--- src/rtl/instruction_fetch_unit_if.sv ---
// rtl/instruction_fetch_unit_if.sv - memory and datapath signal bundle for the fetch unit
interface instruction_fetch_unit_if;
    logic [63:0] instructionAddress;
    logic        memReq;
    logic        memReady;
    logic        memValid;
    logic [31:0] memData;
    logic        branchTaken;
    logic [63:0] branchTarget;
    logic        instValid;
    logic [31:0] instruction;
    logic [63:0] instPC;
    logic        instReady;

    modport master (
        output instructionAddress, memReq, instValid, instruction, instPC,
        input  memReady, memValid, memData, branchTaken, branchTarget, instReady
    );

    modport slave (
        input  instructionAddress, memReq, instValid, instruction, instPC,
        output memReady, memValid, memData, branchTaken, branchTarget, instReady
    );
endinterface

--- src/rtl/instruction_fetch_unit.sv ---
// rtl/instruction_fetch_unit.sv - single-outstanding instruction fetch with 2-entry buffer and redirect
module instruction_fetch_unit #(
    parameter logic [63:0] RESET_ADDR = 64'h0
) (
    input  logic                      clk,
    input  logic                      reset,
    instruction_fetch_unit_if.master  bus
);

    typedef enum logic [1:0] {
        FETCH   = 2'd0,
        WAIT    = 2'd1,
        DISCARD = 2'd2
    } state_t;

    state_t      state;
    state_t      next_state;

    logic [63:0] pc;
    logic [63:0] pc_req;
    logic [63:0] fifo_pc  [0:1];
    logic [31:0] fifo_ins [0:1];
    logic        rd_ptr;
    logic        wr_ptr;
    logic [1:0]  count;

    logic        outstanding;
    logic [1:0]  occupancy;
    logic        mem_req;
    logic        handshake;
    logic        push;
    logic        pop;
    logic        inst_valid;
    logic        branch;
    logic        unused_target_bits;

    assign branch             = bus.branchTaken;
    assign unused_target_bits = ^bus.branchTarget[1:0];

    // A request is in flight whenever the FSM has left FETCH.
    assign outstanding = (state != FETCH);
    assign occupancy   = count + {1'b0, outstanding};
    assign inst_valid  = !reset && (count != 2'd0);
    // Redirect wins over a same-cycle pop so the flushed head is never consumed.
    assign pop         = inst_valid && bus.instReady && !branch;

    always_ff @(posedge clk) begin
        if (reset) begin
            state <= FETCH;
        end else begin
            state <= next_state;
        end
    end

    always_comb begin
        next_state = state;
        mem_req    = 1'b0;
        handshake  = 1'b0;
        push       = 1'b0;
        case (state)
            FETCH: begin
                mem_req   = !reset && (occupancy < 2'd2);
                handshake = mem_req && bus.memReady;
                if (handshake) begin
                    next_state = branch ? DISCARD : WAIT;
                end
            end
            WAIT: begin
                if (bus.memValid) begin
                    next_state = FETCH;
                    push       = !branch;
                end else if (branch) begin
                    next_state = DISCARD;
                end
            end
            DISCARD: begin
                if (bus.memValid) begin
                    next_state = FETCH;
                end
            end
            default: begin
                next_state = FETCH;
            end
        endcase
    end

    always_ff @(posedge clk) begin
        if (reset) begin
            pc     <= RESET_ADDR;
            pc_req <= 64'h0;
        end else begin
            if (branch) begin
                pc <= {bus.branchTarget[63:2], 2'b00};
            end else if (handshake) begin
                pc <= pc + 64'd4;
            end
            if (handshake) begin
                pc_req <= pc;
            end
        end
    end

    always_ff @(posedge clk) begin
        if (reset) begin
            count  <= 2'd0;
            rd_ptr <= 1'b0;
            wr_ptr <= 1'b0;
        end else if (branch) begin
            count  <= 2'd0;
            rd_ptr <= 1'b0;
            wr_ptr <= 1'b0;
        end else begin
            if (push) begin
                wr_ptr <= ~wr_ptr;
            end
            if (pop) begin
                rd_ptr <= ~rd_ptr;
            end
            case ({push, pop})
                2'b10:   count <= count + 2'd1;
                2'b01:   count <= count - 2'd1;
                default: count <= count;
            endcase
        end
    end

    // Storage needs no reset: the outputs are masked while the buffer is empty.
    always_ff @(posedge clk) begin
        if (push) begin
            fifo_pc[wr_ptr]  <= pc_req;
            fifo_ins[wr_ptr] <= bus.memData;
        end
    end

    assign bus.instructionAddress = pc;
    assign bus.memReq             = mem_req;
    assign bus.instValid          = inst_valid;
    assign bus.instruction        = inst_valid ? fifo_ins[rd_ptr] : 32'h0;
    assign bus.instPC             = inst_valid ? fifo_pc[rd_ptr]  : 64'h0;

endmodule

--- src/flat_wrapper.sv ---
// flat-port wrapper written by rule: the top's interface ports become plain ports
module instruction_fetch_unit_flat 
#(
    parameter logic [63:0] RESET_ADDR = 64'h0
)
  (clk, reset, bus_instructionAddress, bus_memReq, bus_instValid, bus_instruction, bus_instPC, bus_memReady, bus_memValid, bus_memData, bus_branchTaken, bus_branchTarget, bus_instReady);
  instruction_fetch_unit_if bus_i ();
  input  logic clk;
  input  logic reset;
  output wire logic [$bits(bus_i.instructionAddress)-1:0] bus_instructionAddress;
  output wire logic [$bits(bus_i.memReq)-1:0] bus_memReq;
  output wire logic [$bits(bus_i.instValid)-1:0] bus_instValid;
  output wire logic [$bits(bus_i.instruction)-1:0] bus_instruction;
  output wire logic [$bits(bus_i.instPC)-1:0] bus_instPC;
  input wire logic [$bits(bus_i.memReady)-1:0] bus_memReady;
  input wire logic [$bits(bus_i.memValid)-1:0] bus_memValid;
  input wire logic [$bits(bus_i.memData)-1:0] bus_memData;
  input wire logic [$bits(bus_i.branchTaken)-1:0] bus_branchTaken;
  input wire logic [$bits(bus_i.branchTarget)-1:0] bus_branchTarget;
  input wire logic [$bits(bus_i.instReady)-1:0] bus_instReady;
  assign bus_instructionAddress = bus_i.instructionAddress;
  assign bus_memReq = bus_i.memReq;
  assign bus_instValid = bus_i.instValid;
  assign bus_instruction = bus_i.instruction;
  assign bus_instPC = bus_i.instPC;
  assign bus_i.memReady = bus_memReady;
  assign bus_i.memValid = bus_memValid;
  assign bus_i.memData = bus_memData;
  assign bus_i.branchTaken = bus_branchTaken;
  assign bus_i.branchTarget = bus_branchTarget;
  assign bus_i.instReady = bus_instReady;
  instruction_fetch_unit #(.RESET_ADDR(RESET_ADDR)) u_core (.clk(clk), .reset(reset), .bus(bus_i));
endmodule
--- config.mk ---
export PLATFORM = sky130hd
export DESIGN_NAME = instruction_fetch_unit_flat
export DESIGN_NICKNAME = d
export VERILOG_FILES = /design/src/rtl/instruction_fetch_unit_if.sv /design/src/rtl/instruction_fetch_unit.sv /design/src/flat_wrapper.sv
export SDC_FILE = /design/constraint.sdc
export NUM_CORES = 1
export LEC_CHECK = 0
export ABC_AREA = 1
export CORE_UTILIZATION = 40
export DETAILED_ROUTE_END_ITERATION = 6
export HOLD_SLACK_MARGIN = 0.03
export PLACE_DENSITY = 0.63
export SYNTH_ARGS = -nofsm -noshare
export SYNTH_HDL_FRONTEND = slang
export SYNTH_SLANG_ARGS = --single-unit
--- constraint.sdc ---
create_clock -name clk -period 16.7 [get_ports clk]
set_input_delay 1.67 -clock clk [delete_from_list [all_inputs] [get_ports clk]]
set_output_delay 1.67 -clock clk [all_outputs]
set_load 0.01 [all_outputs]
==> impl_metrics.ini, run 1 <==
[global_route]
grt_pass1_wl_mm = 66.62
antenna_found_initial = 1
grt_pass1_vias = 11770
grt_overflow = 0
track_usage_pct = 22.52
grt_start_max_net_pins = 85

[logic_synthesis]
syn_area_mm2 = 0.01499
syn_inst = 1710
yosysWarnings = 0
synth.most_common_cell = nand2_1
synth_top_cell_area_share_pct = 37.67
syn_avg_cell_area_um2 = 8.764
synth_top_area_cell = edfxtp_1
synth.area.top_cells = edfxtp_1 (38%), dfxtp_1 (17%), nand2_1 (11%), mux2_2 (7.1%), inv_1 (5.5%)
synth_edf_count = 188
synthArstFlopShare_pct = 0
synth.cells.most_frequent = nand2_1 (439), inv_1 (220), edfxtp_1 (188)
ys_ff_latch = 319
ys.flop_type = edfxtp_1
synth_seq_area_share_pct = 55.17
yosysUniqueCellTypes = 35

[worst_setup_path]
arrival_ps = 4710
critPathLaunchType = input port
r2r_cells = 5
path_max_fanout = 67
end_kind = primary output
path_class = in2out
required_ps = 15030
timing.reg2reg.setup_slack_ps = 13760

[clock_tree]
htree_levels = 2
insertion_delay_ps = 510
postCtsSetupRepairBufs = 0
cts.sinks = 319
cts_tree = done
clk_path_buf_depth = 3
root_buffer = clkbuf_16
ctsHoldBuffers = 0
path_clk_slew_ps = 60
numCtsBuffers = 35
cts_resized = 0

[sta]
finalHoldViolCount = 0
slew_viol_final = 0
fin_crit_ps = 6385
clock_skew_ps = 23.29
relSlewSlack_pct = 27.69
rsz0062_at_grt = no
period_share_pct = 38.23
fin_setup_tns_ps = 0
finalSetupViolCount = 0
worst_slew_pin_slew_ps = 1085
max_freq_mhz = 156.6

[routing]
wl_per_cell_um = 17.79
first_pass_iters = 5
antenna_left = 0
vias = 12110
via_per_inst = 4.981
drtIter0Drc = 652
drc = 0
wl_mm = 43.25

[power]
power_density_mw_per_mm2 = 93.17
ir_drop_v = 0.00007327
power.total_uw = 1767
p_leak_uw = 0.007624

[finish]
drive_gt1_share_pct = 9.883
final_nets = 2042
synthToLayoutAreaGrowth_pct = 26.57
diodes = 0
fin_util_pct = 51.69

[outcome]
status = finished, final reports clean

[worst_hold_path]
worst_hold_path.num_cells = 0
hold_class = reg2reg

[floorplanning]
pin_count = 264
dieWidth_um = 195.6
die-area_mm2 = 0.03825
start_util_pct = 40.84
rows = 70
fp.dieH_um = 195.6
core_mm2 = 0.03670

[placed_design]
gp_congestion = 0.9006
hpwl_mm = 30.08
io_buffer_count = 257

[run]
maxCapViolCount = 0
cell families (layout without fill, tap and decap cells):
group,Yosys count,count (layout),synth area share (%)
fa+ha+maj,2,2,0.1669
other cells,1,4,0.02502
simple gates,791,791,22.00
flops,319,319,55.17
compound gates,181,181,6.262
mux,94,94,7.063
xor+xnor,16,16,0.9350
buf+inv,306,556,8.382
report_power, final:
group | total (µW) | internal [µW] | switching [µW]
combinational | 127 | 58.7 | 67.9
sequential | 884 | 856 | 28.3
clock | 757 | 453 | 304
path summary, 6_finish.rpt:
| check | start | to |
|---|---|---|
| worst max-delay path | reset | bus_instPC[37] |
| worst max register to register | u_core.state[0]$_SDFFE_PP0P_ | u_core.fifo_pc[0][44]$_DFFE_PP_ |
| worst min-delay path | u_core.pc_req[29]$_SDFFE_PP0P_ | u_core.fifo_pc[0][29]$_DFFE_PP_ |
| worst min register to register | u_core.pc_req[29]$_SDFFE_PP0P_ | u_core.fifo_pc[0][29]$_DFFE_PP_ |
metrics by stage:
step                      hold slack (ps)  worst slack (ps)  std cells  cell area (µm²)
after floorplan                     420.3             10120       1713            15000
after global placement              426.6             10220       2369            17850
after detailed placement            431.8             10240       2369            17850
after CTS                           447.2             10240       2431            18970
after global routing                464.1             10120       2431            18970
final                               442.3             10320       2431            18970
worst max-delay path, cell delays in order:
cell and delay, ps:
clkdlybuf4s50_1 390, buf_4 300, nor2_4 690, buf_4 720, nand2_1 240, inv_1 100
clkdlybuf4s50_1 530
routing by layer:
layer / track usage (%) / routed length (µm) / up-vias
li1: - / - / 5994
met3: 3.575 / 2806 / 56
met2: 35.71 / 19340 / 397
met5: 0 / 13 / -
met4: 6.853 / 1098 / 2
met1: 31.56 / 19990 / 5659
state kept, by name (all words and copies together) (netlist names), named ones only:
signal and cells:
u_core.count 2, u_core.fifo_pc 124, u_core.pc_req 62, u_core.rd_ptr 1, u_core.bus.instructionAddress 62, u_core.fifo_ins 64
u_core.state 2, u_core.wr_ptr 1
final cells by class:
type,instances,area [µm²]
clock buffer,48,965.9
clock inverter,14,155.1
fill,3448,17730
inverter,227,852.1
multi-input combinational,1088,5497
sequential,319,8272
tap,468,585.6
timing repair buffer,267,2643
cell usage in the layout (no fill, tap or decap), types with 7 or more instances in the layout:
cell,instances
nor2_4,9
nor3_1,7
nand3_1,145
o21ai_1,17
dfxtp_1,130
a21oi_1,88
buf_4,10
inv_1,219
o21ai_0,64
nand4_1,7
clkdlybuf4s50_1,256
edfxtp_1,188
clkbuf_1,10
nor2_2,11
xor2_1,12
nand2_1,439
clkbuf_16,36
inv_2,8
mux2_2,94
nor2_1,161
No activity file was read; power rests on OpenSTA's default activity.
==> inputs of run 2 (changes only) <==
Settings changed: PLACE_DENSITY 0.63 to 0.66.
Clock period 16.7 ns to 5.7 ns, I/O delays scaled along.
==> impl_metrics.ini, run 2 (synthesis results as in run 1) <==
[finish]
regMostFlops = u_core.fifo_pc
instances_no_fill = 2436
mostFrequentLayoutCell = nand2_1
drive_gt1_share_pct = 9.909
multiInputGateArea_mm2 = 0.005497
largest_registers = u_core.fifo_pc: 124 flops, u_core.fifo_ins: 64 flops
final_nets = 2046
diodes = 0
fill_cells = 3387
layout_common_cells = nand2_1 (439), clkdlybuf4s50_1 (256), inv_1 (219)
register_area_mm2 = 0.008272
largest_reg_flops = 124
synthToLayoutAreaGrowth_pct = 26.66

[sta]
max_freq_mhz = 275.6
slew_viol_final = 0
clock_skew_ps = 21.31
finalSetupViolCount = 0
relSlewSlack_pct = 30.39
fin_setup_tns_ps = 0
finalHoldViolCount = 0
rsz0062_at_grt = no
fin_crit_ps = 3628
period_share_pct = 63.66
layout_setup_ws_ps = 2072
worst_slew_pin_slew_ps = 1043

[floorplanning]
start_util_pct = 40.84
pin_count = 264
rows = 70
fp.dieH_um = 195.6
die-area_mm2 = 0.03825
dieWidth_um = 195.6
core_mm2 = 0.03670

[clock_tree]
path_clk_slew_ps = 60
cts.sinks = 319
ctsHoldBuffers = 0
root_buffer = clkbuf_16
cts_resized = 0
clk_path_buf_depth = 3
insertion_delay_ps = 510
postCtsSetupRepairBufs = 0
cts_tree = done
htree_levels = 2
numCtsBuffers = 35

[worst_hold_path]
worst_hold_path.num_cells = 0
holdPathEnd = u_core.fifo_pc[0][27]$_DFFE_PP_
hp-start = u_core.pc_req[27]$_SDFFE_PP0P_
hold_class = reg2reg

[routing]
antenna_left = 0
drtIter0Drc = 825
vias = 12050
drc = 11
wl_per_cell_um = 17.72
first_pass_iters = 7
wl_mm = 43.16
via_per_inst = 4.948

[worst_setup_path]
r2r_end = u_core.bus.instructionAddress[3]$_SDFFE_PP0P_
end_kind = primary output
path_max_fanout = 63
timing.reg2reg.setup_slack_ps = 2900
r2r_cells = 10
critPathLaunchType = flop
arrival_ps = 3060
r2r_start = u_core.state[1]$_SDFFE_PP0P_
required_ps = 5130
path_class = reg2out

[power]
ir_drop_v = 0.0001772
power.total_uw = 5125
p_leak_uw = 0.007628
power_density_mw_per_mm2 = 270.0

[global_route]
grt_overflow = 0
antenna_found_initial = 1
grt_start_max_net_pins = 84
grt_pass1_wl_mm = 66.14
track_usage_pct = 22.48
grt_pass1_vias = 11440

[outcome]
violations = DRC
status = complete, but fails checks

[placed_design]
gp_congestion = 0.8841
io_buffer_count = 257
place_inst = 2373
hpwl_mm = 30.77
pre_cts_slack_ps = 1874

[run]
maxCapViolCount = 0
-- run 2: worst max-delay path by stage --
stage,cells after the start,to
after floorplan,4,u_core.fifo_ins[0][0]$_DFFE_PP_
after global placement,11,u_core.bus.instructionAddress[13]$_SDFFE_PP0P_
after detailed placement,11,u_core.bus.instructionAddress[3]$_SDFFE_PP0P_
after CTS,5,bus_instPC[27]
after global routing,5,bus_instPC[27]
final,5,bus_instPC[57]
-- run 2: critical path: stages (launching register included) --
cell,delay (ps)
dfxtp_4,920
buf_4,560
mux2_2,400
nand2_1,60
inv_1,40
clkdlybuf4s50_1,530
-- run 2: power breakdown --
group / total [µW] / switching, µW / internal, µW / leakage, µW
registers: 2590 / 82.9 / 2510 / 0.00279
logic: 371 / 199 / 173 / 0.00432
clock network: 2160 / 886 / 1280 / 0.000527
-- run 2: metal layers --
layer / part of all wire [%] / wire [µm] / vias to the layer above / global-route usage, %
met1: 46 / 19720 / 5542 / 31.71
met3: 7.2 / 3105 / 57 / 3.921
met2: 45 / 19350 / 438 / 35.40
li1: - / - / 6015 / -
met4: 2.3 / 974 / 2 / 6.270
met5: 0.030 / 13 / - / 0
-- run 2: per-stage QoR --
stage | instance area (µm²) | hold slack, ps | util, %
floorplan | 15000 | 420.3 | -
global placement | 17880 | 425.9 | 48.72
detailed placement | 17880 | 433.3 | 48.72
CTS | 18980 | 425.2 | 51.73
global route | 18980 | 429.0 | 51.73
finish | 18980 | 431.4 | 51.73
-- run 2: layout make-up --
type                    instances  area share [%]
flip-flops and latches        319           43.58
multi-input cells            1088           28.96
repair buffers                271           14.08
clock buffers                  52           5.108
inverters                     227           4.489
well taps                     468           3.085
clock inverters                11          0.7053
